--- config.mk ---
export PLATFORM = sky130hd
export DESIGN_NAME = video_loader_flat
export DESIGN_NICKNAME = d
export VERILOG_FILES = /design/src/rtl/video_loader_pkg.sv /design/src/rtl/video_loader_if.sv /design/src/rtl/video_loader.sv /design/src/flat_wrapper.sv
export SDC_FILE = /design/constraint.sdc
export NUM_CORES = 1
export LEC_CHECK = 0
export ABC_AREA = 1
export CAP_MARGIN = 20
export CORE_MARGIN = 3
export CORE_UTILIZATION = 36
export DETAILED_ROUTE_END_ITERATION = 8
export GPL_TIMING_DRIVEN = 0
export SYNTH_ARGS = -nofsm -noshare
export SYNTH_HDL_FRONTEND = slang
export SYNTH_SLANG_ARGS = --single-unit
--- constraint.sdc ---
create_clock -name system_clock -period 3.9 [get_ports system_clock]
set_clock_uncertainty 0.15 [all_clocks]
set_input_delay 0.39 -clock system_clock [delete_from_list [all_inputs] [get_ports system_clock]]
set_output_delay 0.39 -clock system_clock [all_outputs]
set_load 0.01 [all_outputs]
--- src/rtl/video_loader_pkg.sv ---
// Shared definitions for the video loader: FSM state type, frame geometry
// and the byte-index helper used by the packer.
package video_pkg;

  typedef enum logic [1:0] {
    IDLE    = 2'd0,
    COLLECT = 2'd1,
    WRITE   = 2'd2,
    RELEASE = 2'd3
  } loader_state_t;

  localparam int unsigned FRAME_WORDS = 19200;
  localparam int unsigned FB_ADDR_W   = 15;

  // Index of the byte that completes a word: 3 for RGBA words, 2 for RGB words.
  function automatic logic [1:0] last_byte_idx(input logic pack_rgb);
    if (pack_rgb) begin
      return 2'd2;
    end else begin
      return 2'd3;
    end
  endfunction

endpackage

--- src/rtl/video_loader_if.sv ---
// Byte-stream input and frame-buffer write bus of the video loader.
// master = the loader, slave = the byte source / video block side.
interface video_loader_if;
  logic [7:0]  in_data;
  logic        in_valid;
  logic        in_ready;
  logic [31:0] data_in;
  logic [31:0] addr_in;
  logic        data_write;
  logic        data_ack;

  modport master (
    input  in_data, in_valid, data_ack,
    output in_ready, data_in, addr_in, data_write
  );

  modport slave (
    output in_data, in_valid, data_ack,
    input  in_ready, data_in, addr_in, data_write
  );
endinterface

--- src/rtl/video_loader.sv ---
// Packs an incoming byte stream into little-endian 32-bit pixel words and
// writes them to consecutive frame-buffer addresses with a four-phase
// data_write/data_ack handshake. Pulses frame_done after the last word.
module video_loader
  import video_pkg::*;
#(
  parameter int unsigned WORDS    = FRAME_WORDS,
  parameter int unsigned PACK_RGB = 0
) (
  input  logic           system_clock,
  input  logic           reset_n,
  input  logic           start,
  video_loader_if.master bus,
  output logic           busy,
  output logic           frame_done
);

  localparam logic [FB_ADDR_W-1:0] LAST_ADDR = FB_ADDR_W'(WORDS - 1);
  localparam logic [1:0]           LAST_IDX  = last_byte_idx(PACK_RGB != 0);

  loader_state_t        state_q, state_d;
  logic [1:0]           idx_q, idx_d;
  logic [FB_ADDR_W-1:0] addr_q, addr_d;
  logic [31:0]          word_q, word_d;
  logic                 restart_q, restart_d;   // start seen during a handshake
  logic                 in_ready_q, in_ready_d;
  logic                 data_write_q, data_write_d;
  logic                 busy_q, busy_d;
  logic                 frame_done_q, frame_done_d;

  // Next-state logic: FSM, byte packer, address counter and output levels.
  always_comb begin
    state_d      = state_q;
    idx_d        = idx_q;
    addr_d       = addr_q;
    word_d       = word_q;
    restart_d    = restart_q;
    busy_d       = busy_q;
    frame_done_d = 1'b0;

    case (state_q)
      IDLE: begin
        if (start) begin
          state_d   = COLLECT;
          idx_d     = 2'd0;
          addr_d    = '0;
          word_d    = 32'd0;
          restart_d = 1'b0;
          busy_d    = 1'b1;
        end else begin
          busy_d = 1'b0;
        end
      end

      COLLECT: begin
        if (start) begin
          // Re-arm: drop the partial word and go back to the first address.
          idx_d  = 2'd0;
          addr_d = '0;
          word_d = 32'd0;
        end else if (bus.in_valid && in_ready_q) begin
          word_d[{idx_q, 3'b000} +: 8] = bus.in_data;
          if (idx_q == LAST_IDX) begin
            idx_d   = 2'd0;
            state_d = WRITE;
          end else begin
            idx_d = idx_q + 2'd1;
          end
        end else begin
          idx_d = idx_q;
        end
      end

      WRITE: begin
        if (start) begin
          restart_d = 1'b1;
        end else begin
          restart_d = restart_q;
        end
        if (bus.data_ack) begin
          state_d = RELEASE;
        end else begin
          state_d = WRITE;
        end
      end

      RELEASE: begin
        if (!bus.data_ack) begin
          if (start || restart_q) begin
            // A restart wins over address advance and frame completion.
            state_d   = COLLECT;
            idx_d     = 2'd0;
            addr_d    = '0;
            word_d    = 32'd0;
            restart_d = 1'b0;
          end else if (addr_q == LAST_ADDR) begin
            state_d      = IDLE;
            addr_d       = '0;
            frame_done_d = 1'b1;
            busy_d       = 1'b0;
          end else begin
            state_d = COLLECT;
            addr_d  = addr_q + 15'd1;
          end
        end else begin
          if (start) begin
            restart_d = 1'b1;
          end else begin
            restart_d = restart_q;
          end
        end
      end

      default: begin
        state_d   = IDLE;
        idx_d     = 2'd0;
        addr_d    = '0;
        restart_d = 1'b0;
        busy_d    = 1'b0;
      end
    endcase

    in_ready_d   = (state_d == COLLECT);
    data_write_d = (state_d == WRITE);
  end

  // State and output registers; reset drops data_write at once.
  always_ff @(posedge system_clock or negedge reset_n) begin
    if (!reset_n) begin
      state_q      <= IDLE;
      idx_q        <= 2'd0;
      addr_q       <= '0;
      word_q       <= 32'd0;
      restart_q    <= 1'b0;
      in_ready_q   <= 1'b0;
      data_write_q <= 1'b0;
      busy_q       <= 1'b0;
      frame_done_q <= 1'b0;
    end else begin
      state_q      <= state_d;
      idx_q        <= idx_d;
      addr_q       <= addr_d;
      word_q       <= word_d;
      restart_q    <= restart_d;
      in_ready_q   <= in_ready_d;
      data_write_q <= data_write_d;
      busy_q       <= busy_d;
      frame_done_q <= frame_done_d;
    end
  end

  assign bus.in_ready   = in_ready_q;
  assign bus.data_in    = word_q;
  assign bus.addr_in    = {17'd0, addr_q};
  assign bus.data_write = data_write_q;
  assign busy           = busy_q;
  assign frame_done     = frame_done_q;

endmodule

--- src/flat_wrapper.sv ---
// flat-port wrapper written by rule: the top's interface ports become plain ports
module video_loader_flat import video_pkg::*;
#(
  parameter int unsigned WORDS    = FRAME_WORDS,
  parameter int unsigned PACK_RGB = 0
)
  (system_clock, reset_n, start, busy, frame_done, bus_in_data, bus_in_valid, bus_data_ack, bus_in_ready, bus_data_in, bus_addr_in, bus_data_write);
  video_loader_if bus_i ();
  input  logic system_clock;
  input  logic reset_n;
  input  logic start;
  output logic busy;
  output logic frame_done;
  input wire logic [$bits(bus_i.in_data)-1:0] bus_in_data;
  input wire logic [$bits(bus_i.in_valid)-1:0] bus_in_valid;
  input wire logic [$bits(bus_i.data_ack)-1:0] bus_data_ack;
  output wire logic [$bits(bus_i.in_ready)-1:0] bus_in_ready;
  output wire logic [$bits(bus_i.data_in)-1:0] bus_data_in;
  output wire logic [$bits(bus_i.addr_in)-1:0] bus_addr_in;
  output wire logic [$bits(bus_i.data_write)-1:0] bus_data_write;
  assign bus_i.in_data = bus_in_data;
  assign bus_i.in_valid = bus_in_valid;
  assign bus_i.data_ack = bus_data_ack;
  assign bus_in_ready = bus_i.in_ready;
  assign bus_data_in = bus_i.data_in;
  assign bus_addr_in = bus_i.addr_in;
  assign bus_data_write = bus_i.data_write;
  video_loader #(.WORDS(WORDS), .PACK_RGB(PACK_RGB)) u_core (.system_clock(system_clock), .reset_n(reset_n), .start(start), .bus(bus_i), .busy(busy), .frame_done(frame_done));
endmodule
Word level (Yosys, flattened, before mapping)

Cells that the tools add are included.

$add $sub $neg: 3
Equality and inequality tests: 15
Shift operators: 2
Multiplexer cells: 42
Reductions and logical operators: 12

Operators with widths:

| kind                                                  | count |
|---|---|
| 2-to-1 mux 32 bit                                     | 5 |
| one-hot mux 32 bit (3 select lines)                   | 1 |
| 2-to-1 mux 15 bit                                     | 4 |
| bitwise mux 32 bit                                    | 1 |
| variable shift 8 x 7 -> 32 bit (first input constant) | 1 |
| variable part select 8 x 7 -> 32 bit                  | 1 |
| one-hot mux 15 bit (2 select lines)                   | 1 |
| 2-to-1 mux 2 bit                                      | 12 |
| adder 15 x 1 -> 15 bit (second input constant)        | 1 |
| == test 15 bit (second input constant)                | 1 |
| 2-to-1 mux 1 bit                                      | 14 |
| == test 2 bit (second input constant)                 | 4 |
| one-hot mux 2 bit (4 select lines)                    | 1 |
| negator 5 -> 7 bit                                    | 1 |
| != test 2 x 1 -> 1 bit (second input constant)        | 3 |
| != test 2 bit (second input constant)                 | 3 |
| != test 3 x 2 -> 1 bit (second input constant)        | 2 |
| one-hot mux 2 bit (3 select lines)                    | 1 |
| AND reduction 3 bit                                   | 2 |
| nonzero test 3 bit                                    | 2 |
| AND reduction 5 bit                                   | 1 |
| == test 2 x 1 -> 1 bit (second input constant)        | 2 |
| AND reduction 4 bit                                   | 1 |
| nonzero test 2 bit                                    | 2 |
| 7 further kinds                                       | 7 |

Register bits after elaboration: 56
Output and inout bits: 68

Longest topological paths before layout

Depth in word-level cells: 6
Gate-level depth with buffers: 11

Least setup slack after synthesis

No wires, ideal clock.

Path type: register to register
From: reg u_core.idx_q[0]
To: reg u_core.word_q[0] (netlist: u_core.bus.data_in[0])
Arrival: 1887 ps
Data required time: 3673 ps
Setup slack: 1787 ps
Cell stages (with the launch flop): 7
Clock period less this slack: 2113 ps
Cell sequence: dfrtp_1 > clkbuf_1 > inv_1 > ha_1 > nor4_2 > nand2_1 > o21ai_1

Word-level cells in the longest chain between the ends: 6
Elaborated cells on any way between the ends: 7
Those cells by class: add/sub: 1; shift: 2; mux: 4

Ends and longest elaborated chain:

| item                                                                                          | line                | source |
|---|---|---|
| start: declaration                                                                            | video_loader.sv:22  | `logic [1:0] idx_q, idx_d;` |
| start signal: assignment                                                                      | video_loader.sv:141 | `idx_q <= idx_d;` |
| negator 5 -> 7 bit (*)                                                                        | video_loader.sv:62  | `word_d[{idx_q, 3'b000} +: 8] = bus.in_data;` |
| variable part select 8 x 7 -> 32 bit / variable shift 8 x 7 -> 32 bit (equally long branches) | video_loader.sv:62  |  |
| bitwise mux 32 bit (*)                                                                        | video_loader.sv:62  |  |
| 2-to-1 mux 32 bit (*)                                                                         | video_loader.sv:61  | `end else if (bus.in_valid && in_ready_q) begin` |
| 2-to-1 mux 32 bit (*)                                                                         | video_loader.sv:56  | `if (start) begin` |
| one-hot mux 32 bit (3 select lines) (*)                                                       | video_loader.sv:41  | `case (state_q)` |
| end signal: assignment                                                                        | video_loader.sv:143 | `word_q <= word_d;` |
| end: declaration                                                                              | video_loader.sv:24  | `logic [31:0] word_q, word_d;` |

Mark *: on every way between the ends. The rest lies on a longest branch, timed or not. The select of a mux whose other input is x is not followed.
A chain may end at the register's enable or synchronous reset.

Worst setup path in the final report

From: reg u_core.idx_q[0]
To: reg u_core.word_q[3] (netlist: u_core.bus.data_in[3])

The elaborated chain is that of the path after synthesis.

==> impl_metrics.csv <==
group,metric,value,unit
status,outcome,"finished, final reports clean",
timing,setup_violations,0,
routing,vias,2735,
synth,synth_edf_count,0,
timing,rsz0062_at_grt,"no",
floorplanning,die-area,9706,um^2
placed_design,place.gp.congestion,0.8582,
synth,synth_top_area_cell,"dfrtp_1",
hold_path,min_from,"u_core.bus.data_in[14]",
clock_network,cts_buffers,5,
timing,period_minus_slack,2.511,ns
power,p_leak,0.001992,uW
final_layout,area_growth,30.98,%
timing,whs,0.3406,ns
timing,finalCritPeriodShare,64.38,%
final_layout,nNetsFinal,508,
clock_network,cts_resized,0,
placed_design,port_buffers,63,
clock_network,cts_htree_levels,2,
routing,drc_errors,0,
timing,hold_viol_final,0,
floorplanning,die_h,98.52,um
global_routing,grt_use_total,14.96,%
power,peakVddDrop,202.3,uV
setup_path,crit_path_end_kind,"register",
final_layout,diodes,0,
synth,ys_seq_elements,56,
setup_path,cp-start-kind,"register",
final_layout,drive_gt1_share,10.39,%
setup_path,r2r_slack,1.39,ns
setup_path,crit_type,"reg2reg",
floorplanning,std_cell_rows,33,
synth,async_reset_ff_share,100.0,%
power,power.density,463.9,nW/um^2
setup_path,r2r_start,"u_core.idx_q[0]",
timing,tns,0,ns
synth,synthCells,402,
clock_network,clock_sinks,56,
synth,synth_top_cell_area_share,45.47,%
global_routing,grt_antenna_before_repair,0,
timing,tightest_slew,0.6966,ns
global_routing,grt_pass1_vias,2587,
floorplanning,placeableCoreArea,8258,um^2
synth,synthesis.area,3082,um^2
clock_network,tritoncts,"built",
floorplanning,start_util,37.32,%
clock_network,cts_buffer_depth,2,
synth,ys_seq_area_share,45.47,%
run,drv_cap,0,
setup_path,required,3.98,ns
routing,drt_iter0_drc,86,
setup_path,critPathMaxFanout,10,
placed_design,place_hpwl,5449,um
routing,ant_nets,0,
setup_path,worstSetupStartpoint,"u_core.idx_q[0]",
final_layout,nFillCells,838,
synth,synth_area_per_cell,7.666,um^2
clock_network,clockRootBuffer,"clkbuf_8",
timing,relSlewSlack,53.17,%
hold_path,hold_path.class,"reg2reg",
floorplanning,ios,81,
global_routing,overflow,0,
global_routing,grt_max_degree,31,
routing,via_per_inst,4.589,
timing,fmax,398.3,MHz
setup_path,crit_arrival,2.59,ns
synth,ys_types,31,
clock_network,path_clk_slew,0.09,ns
routing,routed_wl,7095,um
global_routing,grt_first_pass_wirelength,12120,um
routing,firstDrtPassIters,4,
floorplanning,die_width,98.52,um
synth,yosysWarnings,0,
timing,slew_violations,0,
clock_network,worst_skew_pair.late_latency,0.30,ns
synth,synth_ff_type,"dfrtp_1",
routing,detail_route.wl_per_cell,11.90,um
synth,synth_area_leaders,"dfrtp_1 45%, nand2_1 14%, inv_1 6.2%",
==> final timing paths <==
| kind | cells past startpoint | end |
|---|---|---|
| worst max-delay path | 6 | u_core.bus.data_in[3] |
| worst min-delay path | 2 | u_core.bus.data_in[14] |
| worst max register to register | 6 | u_core.bus.data_in[3] |
| worst min register to register | 2 | u_core.bus.data_in[14] |
| max in group asynchronous | 3 | u_core.idx_q[0] |
| min in group asynchronous | 2 | u_core.bus.data_in[7] |
==> where the power goes <==
group / switching [uW] / internal, uW / leakage (uW)
combinational: 522 / 289 / 0.00117
clock: 182 / 191 / 0.0000552
sequential: 42.5 / 645 / 0.000767
total: 747 / 1130 / 0.00199
==> routing by layer <==
layer | vias to the layer above | routed length, um | global-route usage, %
met5 | - | 0 | 0
met4 | 0 | 75 | 3.466
met3 | 8 | 417 | 3.397
li1 | 1399 | - | -
met2 | 74 | 3378 | 24.34
met1 | 1254 | 3224 | 20.44
==> what timing repair did <==
| item | 4_1_cts | 5_1_grt |
|---|---|---|
| setup buffers | 0 | 0 |
| hold buffers | 1 | 0 |
| hold endpoints to repair | 29 | 0 |
==> area by class of cell <==
type | count | area [um^2] | area share [%]
Buffer | 23 | 180.2 | 4.464
Clock buffer | 6 | 72.57 | 1.798
Clock inverter | 2 | 35.03 | 0.8679
Inverter | 54 | 205.2 | 5.084
Multi-Input combinational cell | 285 | 1355 | 33.57
Sequential cell | 56 | 1401 | 34.72
Tap cell | 105 | 131.4 | 3.255
Timing Repair Buffer | 65 | 655.6 | 16.24
==> worst max-delay path, stage by stage, from the launching register on <==
cell	delay, ns
dfrtp_1	0.46
clkbuf_1	0.34
inv_1	0.16
ha_1	0.40
nor4_2	0.67
nand2_1	0.10
o21ai_1	0.16
==> cells in the mapped netlist (2+ instances only) <==
library cell / number
a21oi_1: 9
a21oi_4: 2
buf_4: 19
buf_6: 3
dfrtp_1: 56
ha_1: 5
inv_1: 51
inv_2: 2
nand2_1: 119
nand2_2: 3
nand2_4: 2
nand3_1: 37
nand3_4: 2
nand4_1: 5
nor2_1: 46
nor2_2: 3
nor3_1: 4
o21ai_0: 12
o21ai_1: 9
xor2_1: 2
==> state kept, by name, summed over array words and instances (netlist names) <==
| register | cells |
|---|---|
| u_core.frame_done | 1 |
| u_core.idx_q | 2 |
| u_core.restart_q | 1 |
| u_core.busy | 1 |
| u_core.bus.in_ready | 1 |
| u_core.addr_q | 15 |
| u_core.bus.data_in | 32 |
| u_core.bus.data_write | 1 |
| u_core.state_q | 2 |
==> metrics by stage <==
stage               setup slack [ns]  area (um^2)  util [%]  power [uW]  std cells
floorplan                      1.787         3142         -        1261        418
global placement              0.4494         3904     47.27        1502        586
detailed placement             1.416         3919     47.45        1512        587
CTS                            1.386         4036     48.88        1898        596
global route                   1.087         4036     48.88        2007        596
finish                         1.389         4036     48.88        1873        596
==> logic make-up after synthesis <==
kind of cell | Yosys count | synth area share (%)
flops | 56 | 45.47
fa+ha+maj | 5 | 2.030
simple gates | 225 | 32.32
other cells | 1 | 0.1217
compound gates | 36 | 6.983
buf+inv | 77 | 12.51
xor+xnor | 2 | 0.5685
==> cell usage in the layout, fill, tap and decap left out, types with 3 or more instances in the layout <==
cell             instances
nor3_1                   4
clkdlybuf4s50_1         62
nand2_1                119
o21ai_1                  9
clkbuf_8                 5
inv_1                   51
nand4_1                  5
nand3_1                 37
a21oi_1                  9
nor2_2                   3
o21ai_0                 12
dfrtp_1                 56
buf_6                    3
nand2_2                  3
buf_4                   19
nor2_1                  46
ha_1                     5
conb_1                  17
(Power assumes the default switching activity.)
